==> src/rtl/accel_pkg.sv <==
// Shared types and defaults for the accelerator memory-bank arbiter.
package accel_pkg;

  typedef enum logic {
    ARB_IDLE  = 1'b0,
    ARB_GRANT = 1'b1
  } arb_state_e;

  localparam int unsigned DEFAULT_MAX_BURST = 8;

endpackage

==> src/rtl/arb_tag_fifo.sv <==
// Synchronous FIFO of requester ids, one entry per outstanding read.
// Push is refused when full and pop is ignored when empty.
module arb_tag_fifo #(
  parameter int unsigned WIDTH = 2,
  parameter int unsigned DEPTH = 4
) (
  input  logic             clk,
  input  logic             rst,
  input  logic             push,
  input  logic             pop,
  input  logic [WIDTH-1:0] din,
  output logic             full,
  output logic             empty,
  output logic [WIDTH-1:0] head
);

  localparam int unsigned PTR_W = $clog2(DEPTH);
  localparam int unsigned CNT_W = $clog2(DEPTH) + 1;

  logic [WIDTH-1:0] slots [DEPTH];
  logic [PTR_W-1:0] wr_ptr;
  logic [PTR_W-1:0] rd_ptr;
  logic [CNT_W-1:0] count;
  logic             do_push;
  logic             do_pop;

  assign full    = (count == CNT_W'(DEPTH));
  assign empty   = (count == '0);
  assign do_push = push && !full;
  assign do_pop  = pop && !empty;
  assign head    = slots[rd_ptr];

  always_ff @(posedge clk or posedge rst) begin
    if (rst) begin
      wr_ptr <= '0;
      rd_ptr <= '0;
      count  <= '0;
      for (int unsigned i = 0; i < DEPTH; i++) begin
        slots[i] <= '0;
      end
    end else begin
      if (do_push) begin
        slots[wr_ptr] <= din;
        wr_ptr        <= wr_ptr + PTR_W'(1);
      end
      if (do_pop) begin
        rd_ptr <= rd_ptr + PTR_W'(1);
      end
      case ({do_push, do_pop})
        2'b10:   count <= count + CNT_W'(1);
        2'b01:   count <= count - CNT_W'(1);
        default: count <= count;
      endcase
    end
  end

endmodule

==> src/rtl/mem_bank_arbiter.sv <==
// Round-robin arbiter sharing one memory-controller port among NUM_REQ requesters,
// with bounded bursts and an in-order tag FIFO steering read data back to its issuer.
module mem_bank_arbiter
  import accel_pkg::*;
#(
  parameter int unsigned NUM_REQ   = 4,
  parameter int unsigned ADDR_W    = 16,
  parameter int unsigned DATA_W    = 32,
  parameter int unsigned BANK_W    = 5,
  parameter int unsigned MAX_BURST = DEFAULT_MAX_BURST,
  parameter int unsigned RSP_DEPTH = 4
) (
  input  logic                        clk,
  input  logic                        rst,
  input  logic [NUM_REQ-1:0]          req_valid,
  output logic [NUM_REQ-1:0]          req_ready,
  input  logic [NUM_REQ*ADDR_W-1:0]   req_addr,
  input  logic [NUM_REQ*DATA_W-1:0]   req_wdata,
  input  logic [NUM_REQ-1:0]          req_we,
  input  logic [NUM_REQ*BANK_W-1:0]   req_bank,
  input  logic [NUM_REQ-1:0]          req_last,
  output logic                        mem_valid,
  input  logic                        mem_ready,
  output logic [ADDR_W-1:0]           mem_addr,
  output logic [DATA_W-1:0]           mem_wdata,
  output logic                        mem_we,
  output logic [BANK_W-1:0]           mem_bank,
  input  logic                        mem_rvalid,
  input  logic [DATA_W-1:0]           mem_rdata,
  output logic [NUM_REQ-1:0]          rsp_valid,
  output logic [DATA_W-1:0]           rsp_rdata,
  output logic [$clog2(NUM_REQ)-1:0]  grant_id,
  output logic                        busy,
  output logic                        err_orphan
);

  localparam int unsigned ID_W  = $clog2(NUM_REQ);
  localparam int unsigned CNT_W = $clog2(MAX_BURST + 1);

  arb_state_e         state;
  logic [ID_W-1:0]    owner;
  logic [ID_W-1:0]    rr_ptr;
  logic [ID_W-1:0]    pick_id;
  logic [ID_W-1:0]    fifo_head;
  logic [CNT_W-1:0]   beat_cnt;
  logic               in_grant;
  logic               owner_we;
  logic               stall;
  logic               accept;
  logic               burst_end;
  logic               tag_push;
  logic               fifo_full;
  logic               fifo_empty;
  logic               rsp_hit;
  logic [2*NUM_REQ-1:0] doubled;
  logic [NUM_REQ-1:0] rotated;
  int unsigned        offset;

  assign in_grant  = (state == ARB_GRANT);
  assign owner_we  = req_we[owner];
  assign stall     = in_grant && !owner_we && fifo_full;
  assign mem_valid = in_grant && req_valid[owner] && !stall;
  assign accept    = mem_valid && mem_ready;
  assign burst_end = accept && (req_last[owner] || (beat_cnt == CNT_W'(MAX_BURST - 1)));
  assign tag_push  = accept && !owner_we;

  assign mem_we    = in_grant && owner_we;
  assign mem_addr  = in_grant ? req_addr[owner*ADDR_W +: ADDR_W]   : '0;
  assign mem_wdata = in_grant ? req_wdata[owner*DATA_W +: DATA_W] : '0;
  assign mem_bank  = in_grant ? req_bank[owner*BANK_W +: BANK_W]   : '0;
  assign grant_id  = owner;

  always_comb begin
    req_ready = '0;
    if (in_grant && mem_ready && !stall) begin
      req_ready[owner] = 1'b1;
    end
  end

  // Rotate so the requester after rr_ptr lands at bit 0, take the lowest set bit,
  // then rotate the offset back into an absolute requester id.
  assign doubled = {req_valid, req_valid};

  always_comb begin
    rotated = NUM_REQ'(doubled >> (32'(rr_ptr) + 32'd1));
    offset  = 0;
    for (int unsigned k = NUM_REQ; k > 0; k--) begin
      if (rotated[k-1]) begin
        offset = k - 1;
      end
    end
    pick_id = ID_W'((32'(rr_ptr) + 32'd1 + offset) % NUM_REQ);
  end

  always_ff @(posedge clk or posedge rst) begin
    if (rst) begin
      state    <= ARB_IDLE;
      owner    <= '0;
      beat_cnt <= '0;
      rr_ptr   <= ID_W'(NUM_REQ - 1);
    end else begin
      case (state)
        ARB_IDLE: begin
          if (|req_valid) begin
            owner    <= pick_id;
            beat_cnt <= '0;
            state    <= ARB_GRANT;
          end
        end
        ARB_GRANT: begin
          if (accept) begin
            beat_cnt <= beat_cnt + CNT_W'(1);
          end
          if (burst_end) begin
            rr_ptr <= owner;
            state  <= ARB_IDLE;
          end
        end
        default: state <= ARB_IDLE;
      endcase
    end
  end

  arb_tag_fifo #(
    .WIDTH (ID_W),
    .DEPTH (RSP_DEPTH)
  ) u_tag_fifo (
    .clk   (clk),
    .rst   (rst),
    .push  (tag_push),
    .pop   (mem_rvalid),
    .din   (owner),
    .full  (fifo_full),
    .empty (fifo_empty),
    .head  (fifo_head)
  );

  assign rsp_hit   = mem_rvalid && !fifo_empty;
  assign rsp_rdata = rsp_hit ? mem_rdata : '0;
  assign busy      = in_grant || !fifo_empty;

  always_comb begin
    rsp_valid = '0;
    if (rsp_hit) begin
      rsp_valid[fifo_head] = 1'b1;
    end
  end

  always_ff @(posedge clk or posedge rst) begin
    if (rst) begin
      err_orphan <= 1'b0;
    end else if (mem_rvalid && fifo_empty) begin
      err_orphan <= 1'b1;
    end
  end

endmodule

==> config.mk <==
export PLATFORM = sky130hd
export DESIGN_NAME = mem_bank_arbiter
export DESIGN_NICKNAME = d
export VERILOG_FILES = /design/src/rtl/accel_pkg.sv /design/src/rtl/arb_tag_fifo.sv /design/src/rtl/mem_bank_arbiter.sv
export SDC_FILE = /design/constraint.sdc
export NUM_CORES = 1
export LEC_CHECK = 0
export CAP_MARGIN = 25
export CORE_AREA = 4 4 137 139
export CTS_CLUSTER_SIZE = 16
export DETAILED_ROUTE_END_ITERATION = 10
export DIE_AREA = 0 0 141 143
export HOLD_SLACK_MARGIN = 0.1
export PLACE_DENSITY = 0.61
export SYNTH_ARGS = -nofsm -noshare
export SYNTH_HDL_FRONTEND = slang
export SYNTH_SLANG_ARGS = --single-unit
==> constraint.sdc <==
create_clock -name clk -period 3.3 [get_ports clk]
set_clock_uncertainty 0.05 [all_clocks]
set_input_delay 0.495 -clock clk [delete_from_list [all_inputs] [get_ports clk]]
set_output_delay 0.495 -clock clk [all_outputs]
set_load 0.05 [all_outputs]
Yosys cells after proc, flatten, opt, wreduce, memory -nomap -nowiden:

Index checks and enable logic that the tools add are counted.

* bits in registers: 25
* latch bits: 0
* RAM bits: 0
* bits in read-only memories: 0
* output and inout port bits: 99
* logic and storage cells: 101
* memories: 0

* $add $sub $neg: 7
* multiply operators: 1
* div/mod/pow operators: 0
* $lt $le $gt $ge: 7
* eq/ne operators: 6
* shifts and indexed selects: 4
* muxes and demuxes: 33
* bitwise operators: 3
* reduce and logical (&&, ||, !) cells: 28

Operators by type and width (count)
* 128-bit by 8-bit indexed part select with 32-bit output: 1
* 32-bit 2-to-1 mux: 2
* 64-bit by 7-bit indexed part select with 16-bit output: 1
* 20-bit by 6-bit indexed part select with 5-bit output: 1
* 1-bit logical AND: 16
* 16-bit 2-to-1 mux: 1
* 4-bit 2-to-1 mux: 4
* 2-bit 2-to-1 mux: 7
* 8-bit bitwise mux: 1
* 4-bit case mux with 2 select lines: 1
* 8-bit by 3-bit >> shifter with 4-bit output: 1
* 1-bit 2-to-1 mux: 7
* 1-bit binary-select mux with 2-bit select: 3
* 3-bit greater-or-equal comparator, second input constant: 2
* 2-bit by 3-bit < comparator with 1-bit output, second input constant: 2
* 2-bit NOT with 3-bit output: 2
* 3-bit case mux with 2 select lines: 1
* 2-bit AND reduction: 3
* 2-bit by 3-bit multiplier with 5-bit output, second input constant: 1
* 5-bit 2-to-1 mux: 1
* 2-bit by 1-bit adder with 2-bit output, second input constant: 2
* 4-bit by 1-bit adder with 4-bit output, second input constant: 1
* 2-bit binary-select mux with 2-bit select: 1
* 1-bit demux with 2-bit select: 2
* 20 further kinds: 25

Longest topological paths before layout:

* word-level depth: 12
* depth in mapped cells: 11
* gate-level depth less buffers: 9

Hierarchy:

A second synthesis with hierarchy kept.

* cell total of the unflattened synthesis: 316
* area total of the unflattened synthesis: 3394.5 µm²

Modules (own cells, without submodules)
* mem_bank_arbiter: times used 1, cells an instance 257, area each 2620.0 µm²
* arb_tag_fifo: times used 1, cells an instance 59, area each 774.5 µm²

Least setup slack after synthesis:

No wires, ideal clock.

* path kind: reg2out
* start: reg owner[0] (netlist: grant_id[0])
* end: out req_ready[1]
* arrival: 3.241 ns
* slack: -0.486 ns
* stages on the path, launching flop included: 5
* cells stage by stage: dfrtp_1 -> buf_2 -> buf_2 -> clkbuf_1 -> nor4b_1

* cells in the longest elaborated chain, start to end: 8

Ends and longest elaborated chain
* from (decl): RTL line mem_bank_arbiter.sv:41 `logic [ID_W-1:0] owner;`
* from (signal assigned): RTL line mem_bank_arbiter.sv:105 `owner <= pick_id;`
* parallel branches: the longest is 7 deep, another holds 2-bit by 3-bit < comparator with 1-bit output
* 4-bit 2-to-1 mux *: RTL line mem_bank_arbiter.sv:75 `if (in_grant && mem_ready && !stall) begin`
* to (decl): RTL line mem_bank_arbiter.sv:16 `output logic [NUM_REQ-1:0] req_ready,`

Every way passes the cells marked *. The select of a mux whose other input is x is not followed.

Final worst setup path:

* start: reg owner[0] (netlist: grant_id[0])
* end: out mem_wdata[31]

* cells in the longest elaborated chain, start to end: 2

Ends and longest elaborated chain
* 128-bit by 8-bit indexed part select with 32-bit output: RTL line mem_bank_arbiter.sv:69 `assign mem_wdata = in_grant ? req_wdata[owner*DATA_W +: DATA_W] : '0;`
* 32-bit 2-to-1 mux: RTL line mem_bank_arbiter.sv:69
* to (decl): RTL line mem_bank_arbiter.sv:25 `output logic [DATA_W-1:0] mem_wdata,`

No other way between the ends.

==> results.ini <==
[clock_tree]
insertion_delay_ns = 0.26
cts.hold.buffers_added = 0
ctsResizeCount = 0
root_buffer = clkbuf_16
cts_setup_buffers = 0
clk_pin_slew_ns = 0.06
cts.htree.levels = 1
cts_buffers = 3
cts.path.max_buffers = 2
cts_tree = yes
cts_num_sinks = 25

[power_and_ir_drop]
powerDensity_nw_per_um2 = 851
max-vdd-ir-drop_v = 0.000662
power_leakage_uw = 0.00300

[grt]
overflow = 0
grt_max_degree = 49
grt_pass1_vias = 4322
antenna_found_initial = 2
grt_usage_pct = 15.6
grt_pass1_wl_um = 24600

[sta]
finalCritPeriodShare_pct = 93.5
max_freq_ghz = 0.324
slew_viol_final = 0
fin_tns_setup_ns = 0
rsz0062_at_grt = no
hold_viol_final = 0
max-slew-margin-rel_pct = 63.5
setup_viol = 0
layout_min_cycle_time_ns = 3.09
tightest_slew_ns = 0.545
hold_ws_ns = 0.369

[worst_setup_path]
crit_start = grant_id[0]
max_stage_delay_ns = 0.72
crit_end = mem_wdata[31]
crit_slowest_cell = clkdlybuf4s50_1
cp.required_ns = 2.75
rr_startpoint = grant_id[0]
path_max_fanout = 34
critPathLaunchType = flip-flop
cp.arrival_ns = 2.54
worstSetupPathType = reg2out
cp_cell_sequence = buf_12 > mux4_2 > and2_1 > clkdlybuf4s50_1
r2r_slack_ns = 0.52
crit_path_end_kind = output port
r2r_cells = 10
r2r-end = u_tag_fifo.count[2]

[yosys]
ys_types = 45
postSynthNetCount = 571
async_flop_share_pct = 100
synthXorXnorAreaFrac_pct = 2.18
syn_area_sq_um = 3440
synthSimpleGateAreaFrac_pct = 24.3
syn_inst = 303
synth_mux_area_share_pct = 43.1
synth_top_family_by_area = multiplexers
yosys.area_share.adder_pct = 3.13
avgSynthCellArea_sq_um = 11.4
yosys_register_bits = 25
yosysTopAreaCell = mux4_2
synth_area_leaders = mux4_2 (38%), dfrtp_1 (17%), and2_1 (16%)
synth_compound_area_share_pct = 4.29
synth_edf_count = 0
synth_top_area_share_pct = 38.0
synth_flop_cell = dfrtp_1
ys_warn_count = 0
seq_area_frac_synth_pct = 18.3

[flow_run]
cap_viol_max_count = 0

[place]
io_buffers = 358
dp_hpwl_um = 15000
gp_congestion = 0.871

[die]
fp.coreArea_sq_um = 17700
start_util_pct = 19.5
ioPinCount = 359
die_area_sq_um = 20200
rows = 49
die_y_um = 143
die_x_um = 141

[min_path]
hp-class = in2async

[cells_and_area]
fillers = 1614
fin_nets = 918
antenna_cells = 0
final-seq-area_sq_um = 634
layout_commonest_cell = clkdlybuf4s50_1
drive_gt1_share_pct = 22.8
final_cell_mix = clkdlybuf4s50_1 (312), and2_1 (87), mux4_2 (58)
multi_input_area_sq_um = 2670
area_growth_pct = 126

[status]
outcome = complete, no violations

[detailed_routing]
wl_per_cell_um = 19.7
final_antenna_net_count = 0
drc = 0
route.vias.total = 4015
drtPass1Iterations = 4
routed_wl_um = 17300
first_iter_violations = 185
via_per_inst = 4.57

cells in the mapped netlist (all sizes together), types with 2 or more instances:
cell / instances
o211ai: 3
nor3b: 2
a21oi: 3
and2: 87
mux4: 58
or3: 2
nor4b: 2
xor2: 3
or3b: 2
nand3b: 2
nor2: 6
buf: 7
inv: 13
o21ai: 4
clkbuf: 20
dfstp: 2
nand2: 12
ha: 7
xnor2: 3
nor4: 2
mux2: 12
dfrtp: 23
a211o: 2
nand3: 6
nor3: 3
o31ai: 2
worst min-delay path by stage:
stage	end	depth (start not counted)
2_1_floorplan	beat_cnt[3]	1
5_1_grt	u_tag_fifo.wr_ptr[1]	2
4_1_cts	u_tag_fifo.wr_ptr[0]	2
6_report	u_tag_fifo.wr_ptr[0]	2
3_3_place_gp	err_orphan	1
3_5_place_dp	err_orphan	1
metal layers:
layer  track usage (%)  up-vias  wire (um)  part of all wire [%]
li1                  -     1828          -                     -
met1              18.2     1908       6390                    37
met2              29.2      257       9150                    53
met3              4.32       18       1610                   9.3
met4              2.09        4        149                  0.86
met5                 0        -         27                  0.16
critical path: cells and delay by family, from the launching register on:
family	cells	cell delay, ns
buffers and inverters	2	1.00
flip-flops	1	0.54
multiplexers	1	0.53
AND/OR/NAND/NOR	1	0.17
cells by family (layout without fill, tap and decap cells):
| logic type | Yosys count | after routing |
|---|---|---|
| and+or+nand+nor | 133 | 133 |
| muxes | 71 | 71 |
| buffers and inverters | 40 | 386 |
| DFF | 25 | 25 |
| AOI/OAI and AO/OA | 19 | 19 |
| adders and majority gates | 8 | 8 |
| xor gates and xnor gates | 7 | 7 |
flip-flops by register name, indices dropped and copies added (netlist names):
register	count
u_tag_fifo.slots	8
beat_cnt	4
u_tag_fifo.count	3
grant_id	2
rr_ptr	2
u_tag_fifo.rd_ptr	2
u_tag_fifo.wr_ptr	2
err_orphan	1
in_grant	1
power breakdown:
part / internal, uW / switching [uW] / total [uW]
registers: 466 / 210 / 676
clock network: 163 / 110 / 274
logic: 2520 / 3150 / 5680
total: 3150 / 3470 / 6630
layout make-up:
| cell class | instances | share of cell area (%) |
|---|---|---|
| inverters | 13 | 0.627 |
| clock buffers | 3 | 0.964 |
| well taps | 229 | 3.68 |
| repair buffers | 369 | 52.2 |
| clock inverters | 1 | 0.0643 |
| flip-flops and latches | 25 | 8.15 |
| multi-input cells | 238 | 34.3 |
per-stage QoR:
step                      power (uW)  instances  area [sq um]  utilization, %  setup WS, ns
after CTS                       6700        878          7790            44.1         0.172
after global placement          6350        874          7710            43.7         0.317
after detailed placement        6410        874          7710            43.7         0.262
after global routing            6960        878          7790            44.1         0.112
after floorplan                 4370        303          3460               -        0.0570
final                           6630        878          7790            44.1         0.214
No activity file was read; power rests on OpenSTA's default activity.
